[src/rtl/aes_round_ctrl.sv]
// aes_round_ctrl: round sequencer for an iterative AES-128 encryption datapath
// Ports: clk/rst (async active-high); in_valid/in_ready/plaintext accept a block;
// round_index/key_expand drive the key generator, round_key returns its registered key;
// state_out/last_round feed the external round function, round_fn is its result;
// out_valid/out_ready/ciphertext hold the result until consumed.
module aes_round_ctrl #(
    parameter int NR = 10
) (
    input  logic         clk,
    input  logic         rst,
    input  logic         in_valid,
    output logic         in_ready,
    input  logic [127:0] plaintext,
    output logic [3:0]   round_index,
    output logic         key_expand,
    input  logic [127:0] round_key,
    output logic [127:0] state_out,
    output logic         last_round,
    input  logic [127:0] round_fn,
    output logic         out_valid,
    input  logic         out_ready,
    output logic [127:0] ciphertext
);
    localparam logic [3:0] W_NR = 4'(NR);
    localparam logic [3:0] W_LAST_STEP = 4'(NR - 1);

    typedef enum logic [2:0] {IDLE, KEYGEN, FETCH, APPLY, DONE} state_t;

    state_t       r_state, w_next;
    logic [3:0]   r_step;
    logic [3:0]   r_round;
    logic [127:0] r_data;
    logic         w_rounds;

    assign w_rounds = (r_state == FETCH) || (r_state == APPLY);

    always_ff @(posedge clk or posedge rst) begin
        if (rst) begin
            r_state <= IDLE;
            r_step  <= '0;
            r_round <= '0;
            r_data  <= '0;
        end else begin
            r_state <= w_next;
            case (r_state)
                IDLE: if (in_valid) begin
                    r_data  <= plaintext;
                    r_step  <= '0;
                    r_round <= '0;
                end
                KEYGEN: r_step <= r_step + 4'd1;
                // round 0 is the bare AddRoundKey; later rounds take the external function's result
                APPLY: begin
                    r_data <= (r_round == 4'd0 ? r_data : round_fn) ^ round_key;
                    if (r_round != W_NR) r_round <= r_round + 4'd1;
                end
                default: ;
            endcase
        end
    end

    always_comb begin
        w_next = r_state;
        case (r_state)
            IDLE:    w_next = in_valid ? KEYGEN : IDLE;
            KEYGEN:  w_next = (r_step == W_LAST_STEP) ? FETCH : KEYGEN;
            FETCH:   w_next = APPLY;
            APPLY:   w_next = (r_round == W_NR) ? DONE : FETCH;
            DONE:    w_next = out_ready ? IDLE : DONE;
            default: w_next = IDLE;
        endcase
    end

    assign in_ready    = r_state == IDLE;
    assign key_expand  = r_state == KEYGEN;
    assign out_valid   = r_state == DONE;
    assign round_index = key_expand ? r_step : w_rounds ? r_round : 4'd0;
    assign last_round  = w_rounds && (r_round == W_NR);
    assign state_out   = r_data;
    assign ciphertext  = r_data;
endmodule
[config.mk]
export PLATFORM = sky130hd
export DESIGN_NAME = aes_round_ctrl
export DESIGN_NICKNAME = d
export VERILOG_FILES = /design/src/rtl/aes_round_ctrl.sv
export SDC_FILE = /design/constraint.sdc
export NUM_CORES = 1
export LEC_CHECK = 0
export BUFFER_PORTS_ARGS = -buffer_cell sky130_fd_sc_hd__buf_4
export CORE_AREA = 2 2 252 254
export CTS_BUF_LIST = sky130_fd_sc_hd__clkbuf_16
export CTS_CLUSTER_DIAMETER = 60
export CTS_CLUSTER_SIZE = 28
export DETAILED_ROUTE_END_ITERATION = 8
export DIE_AREA = 0 0 254 256
export GPL_TIMING_DRIVEN = 0
export RECOVER_POWER = 100
export SYNTH_ARGS = -nofsm -noshare
export SYNTH_HDL_FRONTEND = slang
export SYNTH_SLANG_ARGS = --single-unit
[constraint.sdc]
create_clock -name clk -period 6.4 [get_ports clk]
set_clock_uncertainty 0.2 [all_clocks]
set_input_delay 1.28 -clock clk [delete_from_list [all_inputs] [get_ports clk]]
set_output_delay 1.28 -clock clk [all_outputs]
set_load 0.02 [all_outputs]
* Word-level counts from Yosys, hierarchy flattened *
Index checks and enable logic that the tools add are counted.

operators by class
  mux-type cells = 14
  equality and inequality tests = 9
  add/sub/neg operators = 2
  bitwise gates (word level) = 1
  reduce and logical (&&, ||, !) cells = 9

operators with widths
  operator                                                               number
  128-bit 2-to-1 mux                                                     2
  128-bit case mux with 2 select lines                                   1
  128-bit XOR                                                            1
  4-bit 2-to-1 mux                                                       4
  4-bit case mux with 2 select lines                                     2
  3-bit case mux with 5 select lines                                     1
  4-bit by 1-bit adder with 4-bit output, second input constant          2
  4-bit equality test, second input constant                             2
  3-bit by 2-bit equality test with 1-bit output, second input constant  2
  3-bit 2-to-1 mux                                                       2
  4-bit logical NOT                                                      1
  4-bit != test, second input constant                                   1
  2-bit AND reduction                                                    2
  2-bit nonzero test                                                     2
  3-bit by 1-bit equality test with 1-bit output, second input constant  1
  3-bit equality test, second input constant                             1
  3-bit logical NOT                                                      1
  3-bit AND reduction                                                    1
  2-bit 2-to-1 mux                                                       1
  2-bit by 1-bit != test with 1-bit output, second input constant        1
  2-bit != test, second input constant                                   1
  1-bit logical AND                                                      1
  1-bit logical OR                                                       1
  1-bit 2-to-1 mux                                                       1

storage, ports and cells
  word-level logic and storage cells = 39
  input port bits = 388
  output and inout bits = 264
  bits in registers = 139

* Longest topological paths before layout *
Gate-level depths: netlist (run 1).

  depth in word-level cells = 4
  mapped depth = 8
  mapped depth without buffers = 6

* Worst setup path before layout (run 1) *
OpenSTA, ideal clock, no wires.

  path kind = register to output
  from = reg r_state[1]
  to = out last_round
  arrival = 1.270 ns
  slack = 3.650 ns
  cell stages (with the launch flop) = 3
  required time = 4.920 ns
  buffers on the path = 1
  path through = dfrtp_1 -> clkbuf_1 -> nor3b_1

between the ends
  cells in the longest elaborated chain, start to end = 3
  elaborated cells between the ends (all ways) = 4
  those cells by class = eq/ne: 2; reduce/logical: 2

RTL lines
  element                                         RTL line  source
  from (decl)                                     29        state_t r_state, w_next;
  from (signal assigned)                          44        r_state <= w_next;
  3-bit by 2-bit equality test with 1-bit output  35        assign w_rounds = (r_state == FETCH) || (r_state == APPLY);
  1-bit logical OR *                              35
  1-bit logical AND *                             78        assign last_round = w_rounds && (r_round == W_NR);
  to (decl)                                       18        output logic last_round,

Mark *: on every way between the ends. The rest lies on a longest branch, timed or not.

* Final worst setup path (run 1) *
  from = in in_valid
  to = reg r_data[21] (netlist: ciphertext[21])

between the ends
  cells in the longest elaborated chain, start to end = 2

RTL lines
  element                               RTL line  source
  from (decl)                           11        input logic in_valid,
  2-bit != test (no source line)        --
  2-bit AND reduction (no source line)  --
  to (signal assigned)                  47        r_data <= plaintext;
  to (signal assigned)                  54        r_data <= (r_round == 4'd0 ? r_data : round_fn) ^ round_key;
  to (decl)                             32        logic [127:0] r_data;

Every way passes these cells.
A chain may end at the register's enable or synchronous reset.

==> run_results.csv, run 1 <==
group,metric,value,unit
power_and_ir_drop,total_leakage_power,0.00725,uW
setup_path,path_class,"primary input to flop",
setup_path,startpoint,"in_valid",
setup_path,worst_setup_path_start_kind,"primary input",
floorplanning,design.die.area,65000,um2
setup_path,crit_top_cell,"clkbuf_1",
setup_path,ff2ff_path_depth,7,
yosys,synth_nets,1297,
route,wl,46600,um
sta,period_share,69.6,%
yosys,synth_seq_cells,139,
clock_tree,clock-sinks,139,
route,drc_errors,0,
clock_tree,h-tree-depth,4,
placement,place_congestion,0.869,
clock_tree,cts_root_buf,"clkbuf_16",
yosys,netlist_area,9130,um2
route,m1WireLength,18000,um
finish,final_util,24.2,%
clock_tree,cts.repair.resized,0,
global_routing,grt_pass1_vias,10100,
sta,min_period,4.46,ns
finish,area_delta_synth_final,65.1,%
setup_path,end_kind,"flop",
floorplanning,core,62400,um2
sta,finalSetupViolations,0,
setup_path,worst_ep_arrival_time,4.58,ns
status,failed_checks,"capacitance limit, slew limit",
yosys,yosysTopAreaCell,"dfrtp_1",
setup_path,path_cells,"clkbuf_1, nor4b_1, nor2_1, clkbuf_1, clkbuf_1, a22oi_1, o21ai_0",
yosys,ys_seq_area_share,38.1,%
status,outcome,"complete, but fails checks",
finish,final_cell_mix,"buf_4, clkbuf_1, dfrtp_1",
route,dr.first_iter.drc_count,474,
sta,drv_slew,72,
setup_path,slowest_delay,1.34,ns
clock_tree,postCtsHoldBufs,0,
power_and_ir_drop,clkPwrFrac,12.2,%
setup_path,worst-path-stages,7,
finish,final_common_cell,"buf_4",
route,wl_per_cell,19.1,um
power_and_ir_drop,p_per_area,569,nW/um2
sta,hold_violations,0,
min_path,hp-class,"flop to flop",
floorplanning,die_width,254,um
sta,fmax,224,MHz
route,first_pass_iters,5,
yosys,ys_warn_count,0,
clock_tree,cts_setup_buffers,0,
clock_tree,clk_latency,0.48,ns
placement,port_buffers,651,
route,highest_layer,"met4",
setup_path,crit_required,6.53,ns
power_and_ir_drop,p_sw_share,51.2,%
yosys,netlist.area_leader.share,38.1,%
route,num_vias,9623,
floorplanning,initial_utilization,14.6,%
floorplanning,io-pin-count,652,
power_and_ir_drop,seqPwrFrac,22.4,%
sta,rsz0062_at_grt,"false",
power_and_ir_drop,intPower,4180,uW
flow_run,drv_cap,2,
global_routing,antenna_found_initial,4,
min_path,worstHoldStart,"r_step[3]",
finish,drive_above_1_share,42.4,%
global_routing,overflow,0,
yosys,synth.distinct_cells,29,
setup_path,critical_path.top_delay_family,"simple AND/OR/NAND/NOR gates",
placement,hpwl,38600,um
setup_path,slowest_stage,"nor4b_1",
global_routing,grt_start_max_net_pins,77,
min_path,hold_path_depth,2,
clock_tree,clk_path_buf_depth,2,
setup_path,r2r-start,"r_state[0]",
floorplanning,die_y,256,um
setup_path,critPathMaxFanout,12,
clock_tree,cts_inserted_buffers,17,
finish,nets,1968,
floorplanning,core.rowCount,92,
power_and_ir_drop,power_frac_comb,65.4,%
global_routing,grt_util_all_layers,14.0,%
sta,worst_pin_slew,3.14,ns
yosys,synth_area_per_cell,10.1,um2
yosys,synth_cells,904,
power_and_ir_drop,peakVddDrop,0.000222,V
setup_path,path_buf_inv,3,
power_and_ir_drop,p_sw,4400,uW
clock_tree,cts_tree,"done",
route,dr_wl_met3,3700,um
clock_tree,clkSlewWorstSetupHoldPaths,0.07,ns
yosys,synthTopCellsByArea,"dfrtp_1, mux2i_1, xor2_1",
route,vias_per_cell,3.95,
route,wl_met2,23300,um
sta,max_slew_margin,-110,%
route,ant_nets,0,
global_routing,grt_pass1_wl,66300,um
sta,tns,0,ns
## worst reg2reg max path, delay by kind of cell (launching register included)
family	cells	cell delay (ns)
and+or+nand+nor	2	1.65
buffers and inverters	3	1.39
AOI/OAI and AO/OA	2	0.41
DFF	1	0.36
## registers in the layout, summed over array words and instances (netlist names)
name        flops
r_round         4
r_state         3
r_step          4
ciphertext    128
## layer usage
| metal | up-vias | track usage [%] |
|---|---|---|
| met5 | - | 0 |
| met4 | 0 | 6.11 |
| met3 | 59 | 4.30 |
| met2 | 469 | 24.3 |
| met1 | 4626 | 15.7 |
| li1 | 4469 | - |
## synthesized netlist by cell type
| master | instances |
|---|---|
| a21oi_1 | 3 |
| buf_4 | 130 |
| dfrtp_1 | 139 |
| o21bai_1 | 1 |
| nor3_1 | 1 |
| nor2_1 | 12 |
| nor4b_4 | 1 |
| xor2_1 | 131 |
| nand2b_1 | 1 |
| a211oi_1 | 1 |
| nor3b_1 | 3 |
| a31o_2 | 1 |
| mux2i_1 | 128 |
| nand3_1 | 1 |
| o21ai_0 | 14 |
| ha_1 | 5 |
| nor2b_1 | 1 |
| nand3b_1 | 2 |
| o21ai_1 | 120 |
| nand4_1 | 1 |
| inv_1 | 7 |
| a21o_1 | 1 |
| nand2_1 | 8 |
| clkbuf_1 | 24 |
| and3b_1 | 2 |
| o31ai_1 | 1 |
| buf_2 | 33 |
| a311oi_1 | 1 |
| a22oi_1 | 131 |
## cell families after synthesis
kind of cell,share of synthesized area (%)
DFF,38.1
AOI/OAI and AO/OA,18.8
and+or+nand+nor,2.00
buffers and inverters,13.8
muxes,14.0
xor gates and xnor gates,12.6
adders and majority gates,0.685
## path summary, 6_finish.rpt
path | end | slack (ns)
hold reg to reg | r_step[3] | 0.36
hold / removal | r_step[3] | 0.36
min in group asynchronous | ciphertext[27] | 1.48
setup reg to reg | ciphertext[21] | 2.23
max in group asynchronous | ciphertext[28] | 3.03
setup / recovery | ciphertext[21] | 1.94
## stage by stage
stage,worst slack [ns],total power [uW],hold WS (ns),cell area [um2],instances
6_report,1.94,8580,0.363,15100,2439
2_1_floorplan,1.20,5580,0.311,9130,904
3_5_place_dp,2.84,8210,0.353,15100,2402
5_1_grt,1.55,9200,0.402,15100,2437
3_3_place_gp,-0.824,8120,0.334,15100,2401
4_1_cts,2.94,9310,0.367,15700,2434
## final cells by class
cell class | count | area [um2]
inverter | 7 | 27.5
sequential | 139 | 3480
antenna | 5 | 12.5
multi-input combinational | 571 | 4380
buffer | 187 | 1180
fill | 6951 | 47300
timing repair buffer | 652 | 4340
clock buffer | 17 | 425
tap | 846 | 1060
clock inverter | 15 | 173
## power groups by stage
| stage | combinational (uW) | sequential, uW | clock, uW |
|---|---|---|---|
| floorplan | 3360 | 2220 | 0 |
| global placement | 6190 | 1940 | 0 |
| detailed placement | 6260 | 1950 | 0 |
| CTS | 6270 | 1950 | 1090 |
| global route | 6080 | 2000 | 1120 |
| finish | 5610 | 1930 | 1040 |
Power figures use the tool's default switching activity.
==> run 2: changes to the inputs <==
- clock period: 6.4 -> 3.9 ns (I/O delays scaled with it)
==> run 2 against run 1 <==
  * The run ends with capacitance limit left
  * Sequential power grew 64%
  * Worst setup slack lost 1.3 ns
  * Power grew 67%
  * Routed wire length grew 2.6%
  * Cell count is essentially flat
  * Sequential share of layout area is essentially flat
  * First-iteration DRC count shrank 19%
  * Worst hold slack lost 0.021 ns
  * Critical path depth shrank 1
  * Combinational power grew 66%
  * Count of clock-buffer cells in the layout is the same
  * Critical path type is now flop to flop
  * Highest routed layer is now met5
==> run_results.csv, run 2 (synthesis gave the netlist of run 1 again) <==
group,metric,value,unit
status,outcome,"complete, but fails checks",
status,failed_checks,"capacitance limit",
setup_path,startpoint,"r_state[0]",
global_routing,overflow,0,
power_and_ir_drop,peakVddDrop,0.000389,V
sta,tns,0,ns
setup_path,critPathMaxFanout,10,
global_routing,grt_util_all_layers,14.3,%
clock_tree,clk_latency,0.47,ns
power_and_ir_drop,finalPower,14300,uW
setup_path,worstReg2RegEnd,"ciphertext[65]",
global_routing,antenna_found_initial,4,
route,wl_per_cell,19.6,um
global_routing,grt_start_max_net_pins,42,
clock_tree,postCtsHoldBufs,0,
setup_path,r2r-start,"r_state[0]",
floorplanning,core.rowCount,92,
route,ant_nets,0,
finish,area_delta_synth_final,65.5,%
clock_tree,cts.repair.resized,0,
route,wl,47800,um
floorplanning,io-pin-count,652,
clock_tree,cts_root_buf,"clkbuf_16",
sta,rsz0062_at_grt,"false",
finish,nets,1970,
sta,worst_pin_slew,1.48,ns
route,dr.first_iter.drc_count,384,
sta,hold_violations,0,
floorplanning,die_width,254,um
setup_path,worstSetupEndpoint,"ciphertext[65]",
sta,max_slew_margin,1.12,%
sta,finalSetupViolations,0,
power_and_ir_drop,p_per_area,947,nW/um2
route,vias_per_cell,3.95,
sta,min_period,3.27,ns
setup_path,crit_required,4.07,ns
setup_path,ff2ff_path_depth,6,
setup_path,end_kind,"flop",
power_and_ir_drop,total_leakage_power,0.00724,uW
sta,whs,0.342,ns
global_routing,grt_pass1_vias,10200,
floorplanning,design.die.area,65000,um2
finish,final_common_cell,"buf_4",
floorplanning,core,62400,um2
floorplanning,die_y,256,um
setup_path,path_class,"flop to flop",
clock_tree,cts_inserted_buffers,17,
floorplanning,initial_utilization,14.6,%
placement,place_congestion,0.895,
flow_run,drv_cap,1,
placement,port_buffers,651,
clock_tree,clkSlewWorstSetupHoldPaths,0.07,ns
clock_tree,cts_setup_buffers,0,
route,drc_errors,0,
sta,drv_slew,0,
setup_path,worst_ep_arrival_time,3.44,ns
finish,drive_above_1_share,42.3,%
finish,largest_register_ffs,128,
min_path,hp-class,"primary input to flop",
clock_tree,clock-sinks,139,
clock_tree,cts_tree,"done",
sta,period_share,84.0,%
route,num_vias,9637,
setup_path,worst_setup_path_start_kind,"flop",
sta,fmax,305,MHz
placement,hpwl,39700,um
clock_tree,h-tree-depth,4,
finish,final_cell_mix,"buf_4, clkbuf_1, dfrtp_1",
clock_tree,clk_path_buf_depth,2,
setup_path,rrSetupSlack,0.63,ns
global_routing,grt_pass1_wl,67200,um
route,first_pass_iters,5,
==> run 2: cell count changes in the layout (fill, tap and decap cells not counted), moves of 2 or more <==
cell        previous run  this run
buf_2                 19        21
bufinv_16              1         4
clkbuf_1             200       203
clkbuf_2               0         3
clkbuf_4             104        97
clkinvlp_4             0         3
diode_2                5         1
inv_6                  5         2
inv_8                  5         2
==> run 2: cell type report <==
cell class | instances | area, um2
Fill cell | 6902 | 47300
Multi-Input combinational cell | 571 | 4390
Timing Repair Buffer | 654 | 4340
Sequential cell | 139 | 3480
Buffer | 187 | 1160
Tap cell | 846 | 1060
Clock buffer | 17 | 425
Clock inverter | 15 | 213
Inverter | 7 | 27.5
Antenna cell | 1 | 2.50
==> run 2: power breakdown <==
group	switching (uW)	internal [uW]	total, uW
logic	5540	3750	9290
clock network	753	1080	1830
registers	985	2190	3170
total	7280	7020	14300
==> run 2: worst min-delay path by stage <==
stage / start / endpoint / slack, ns / cells after the start
finish: plaintext[103] / ciphertext[103] / 0.34 / 3
global route: plaintext[81] / ciphertext[81] / 0.31 / 3
CTS: rst / ciphertext[0] / 0.21 / 2
detailed placement: ciphertext[18] / ciphertext[18] / 0.36 / 2
global placement: r_step[3] / r_step[3] / 0.34 / 2
floorplan: r_step[3] / r_step[3] / 0.31 / 2
==> run 2: layer usage <==
layer / global-route usage (%) / up-vias / routed length (um)
met2: 24.9 / 483 / 23500
li1: - / 4462 / -
met5: 0 / - / 9
met1: 16.3 / 4638 / 19300
met3: 4.35 / 52 / 3710
met4: 5.05 / 2 / 1260
==> run 2: per-stage QoR <==
| stage | area, um2 | util [%] | instances | setup slack [ns] |
|---|---|---|---|---|
| after floorplan | 9130 | - | 904 | 1.18 |
| after global placement | 15100 | 24.2 | 2401 | 0.0977 |
| after detailed placement | 15100 | 24.3 | 2404 | 0.685 |
| after CTS | 15800 | 25.3 | 2436 | 0.667 |
| after global routing | 15100 | 24.2 | 2437 | 0.309 |
| final | 15100 | 24.2 | 2437 | 0.625 |
==> run 2: worst max-delay path: stages (launching register included) <==
cell and delay [ns]:
dfrtp_1 0.36, clkbuf_1 0.22, nor4b_4 0.66, clkbuf_1 0.92
clkbuf_1 0.51, a22oi_1 0.17, o21ai_0 0.12
==> run 3: changes to the inputs <==
- ABC_AREA: default -> 1
- CORE_AREA: 2 2 252 254 -> 2 2 251 253
- DIE_AREA: 0 0 254 256 -> 0 0 253 255
- clock period: 3.9 -> 3.3 ns (I/O delays scaled with it)
==> run 3 against run 2 <==
  * The flow finishes with violations (capacitance limit, slew limit)
  * Via count up 80%
  * Non-clock buffer count up 85
  * Global-route usage up 6.3 points
  * First-iteration DRC count rose to 3.2 times the previous value
  * Area after synthesis up 50%
  * Sequential power up 25%
  * Flip-flop and latch count unchanged
  * Critical endpoint is now round_index[3]
  * Largest cell class is now multi-input gates
==> run_results.csv, run 3 <==
group,metric,value,unit
route,num_vias,17300,
route,drc_errors,0,
floorplanning,initial_utilization,22.0,%
min_path,hp-class,"primary input to flop",
sta,fmax,322,MHz
yosys,synth_seq_cells,139,
sta,hold_violations,0,
finish,nets,3472,
yosys,ys_top_cells_by_count,"nand2_1, nand3_1, inv_1, nor2_1, dfrtp_1",
yosys,ys_seq_area_share,25.5,%
setup_path,path_class,"flop to output pin",
finish,final_area,19700,um2
placement,dpl-instance-area,19600,um2
yosys,synth_nets,2797,
clock_tree,cts_inserted_buffers,17,
placement,hpwl,53600,um
setup_path,worst_setup_path_start_kind,"flop",
floorplanning,die_width,253,um
sta,finalSetupViolations,0,
finish,largest_register_ffs,128,
yosys,synth_cells,2404,
sta,max_slew_margin,-14.8,%
setup_path,worst_ep_arrival_time,2.24,ns
placement,place_inst,3858,
finish,fillers,7107,
global_routing,grt_pass1_vias,15700,
yosys,netlist.area_leader.share,25.5,%
yosys,synth.distinct_cells,26,
finish,final_cell_mix,"nand2_1, nand3_1, buf_4",
floorplanning,die_y,255,um
clock_tree,clk_latency,0.49,ns
yosys,yosysTopAreaCell,"dfrtp_1",
floorplanning,core,62200,um2
yosys,synth_area_per_cell,5.68,um2
power_and_ir_drop,intPower,9020,uW
sta,tns,0,ns
finish,final_common_cell,"nand2_1",
route,dr.first_iter.drc_count,1221,
sta,whs,0.158,ns
power_and_ir_drop,p_sw_share,55.1,%
route,ant_nets,0,
clock_tree,cts_setup_buffers,0,
clock_tree,cts_tree,"done",
power_and_ir_drop,total_leakage_power,0.0111,uW
placement,place_congestion,0.952,
floorplanning,io-pin-count,652,
finish,drive_above_1_share,25.7,%
yosys,synth-edff-count,0,
status,outcome,"complete, but fails checks",
finish,area_delta_synth_final,44.2,%
setup_path,end_kind,"output pin",
power_and_ir_drop,p_sw,11100,uW
flow_run,drv_cap,1,
finish,final_util,31.7,%
placement,port_buffers,651,
setup_path,crit_required,2.44,ns
global_routing,grt_start_max_net_pins,37,
clock_tree,clk_path_buf_depth,2,
route,wl,69000,um
power_and_ir_drop,peakVddDrop,0.000421,V
power_and_ir_drop,clkPwrFrac,10.7,%
sta,drv_slew,26,
global_routing,grt_util_all_layers,20.6,%
finish,stdcell_count,3895,
yosys,synthTopCellsByArea,"dfrtp_1, nand3_1, nand2_1",
clock_tree,h-tree-depth,4,
global_routing,grt_pass1_wl,99400,um
yosys,netlist_area,13700,um2
sta,period_share,94.0,%
status,failed_checks,"capacitance limit, slew limit",
sta,worst_pin_slew,1.72,ns
power_and_ir_drop,p_per_area,1020,nW/um2
yosys,yosysMostFrequentCell,"nand2_1",
route,vias_per_cell,4.45,
clock_tree,clkSlewWorstSetupHoldPaths,0.07,ns
floorplanning,design.die.area,64500,um2
yosys,synthArstFlopShare,100,%
global_routing,overflow,0,
route,first_pass_iters,6,
power_and_ir_drop,seqPwrFrac,19.7,%
power_and_ir_drop,power_frac_comb,69.6,%
yosys,synth_flop_cell,"dfrtp_1",
sta,rsz0062_at_grt,"false",
sta,min_period,3.10,ns
global_routing,antenna_found_initial,8,
yosys,ys_warn_count,0,
floorplanning,core.rowCount,92,
setup_path,critPathMaxFanout,8,
route,wl_per_cell,17.7,um
clock_tree,cts_root_buf,"clkbuf_16",
clock_tree,clock-sinks,139,
[run 3: layout make-up]
cell class                 count  area (um2)  share of cell area, %
antenna                        5        12.5                 0.0635
inverter                     401        1510                   7.66
clock buffer                  17         425                   2.16
multi-input combinational   1594        6910                   35.1
sequential                   139        3480                   17.7
timing repair buffer         656        4430                   22.5
clock inverter                14         180                  0.915
tap                          799        1000                   5.08
buffer                       270        1740                   8.85
[run 3: worst max-delay path, stage by stage (launching register included)]
cell and delay [ns]:
dfrtp_1 0.42, nor3_1 0.55, inv_1 0.28, o22ai_1 0.23, clkbuf_1 0.27
[run 3: per-stage QoR]
stage	worst slack, ns	total power [uW]
floorplan	0.521	12800
global placement	-0.691	18700
detailed placement	0.512	18700
CTS	0.175	21000
global route	0.0767	21700
finish	0.198	20100
[run 3: final timing paths]
check | startpoint | to | slack (ns) | depth (start not counted)
max in group asynchronous | rst | ciphertext[85] | 0.41 | 4
min reg2reg | r_state[1] | r_state[2] | 0.37 | 3
min | out_ready | r_state[2] | 0.16 | 2
max reg2reg | r_state[2] | ciphertext[49] | 0.21 | 8
min in group asynchronous | rst | ciphertext[62] | 0.54 | 3
max | r_state[2] | round_index[3] | 0.20 | 4
[run 3: logic make-up after synthesis]
logic type / after synthesis / share of synthesized area, %
DFF: 139 / 25.5
buffers and inverters: 671 / 23.9
AOI/OAI and AO/OA: 14 / 0.577
adders and majority gates: 5 / 0.458
xor gates and xnor gates: 3 / 0.192
and+or+nand+nor: 1572 / 49.4
[run 3: what timing repair did]
item | 4_1_cts | 5_1_grt
hold endpoints to repair | 8 | 0
gates resized for setup | 0 | 0
setup endpoints to repair | 0 | 0
hold buffers | 1 | 0
[run 3: metal layers]
metal  track usage (%)  part of all wire [%]
met5                 0                 0.077
met4              7.81                   3.3
met3              5.81                   8.5
met2              34.1                    47
met1              25.3                    41
[run 3: power groups by stage]
stage                     registers, uW  clock network, uW  logic, uW
after floorplan                    4360                  0       8460
after global placement             4000                  0      14700
after CTS                          3970               2210      14800
after global routing               4080               2260      15400
after detailed placement           3980                  0      14800
final                              3950               2150      14000
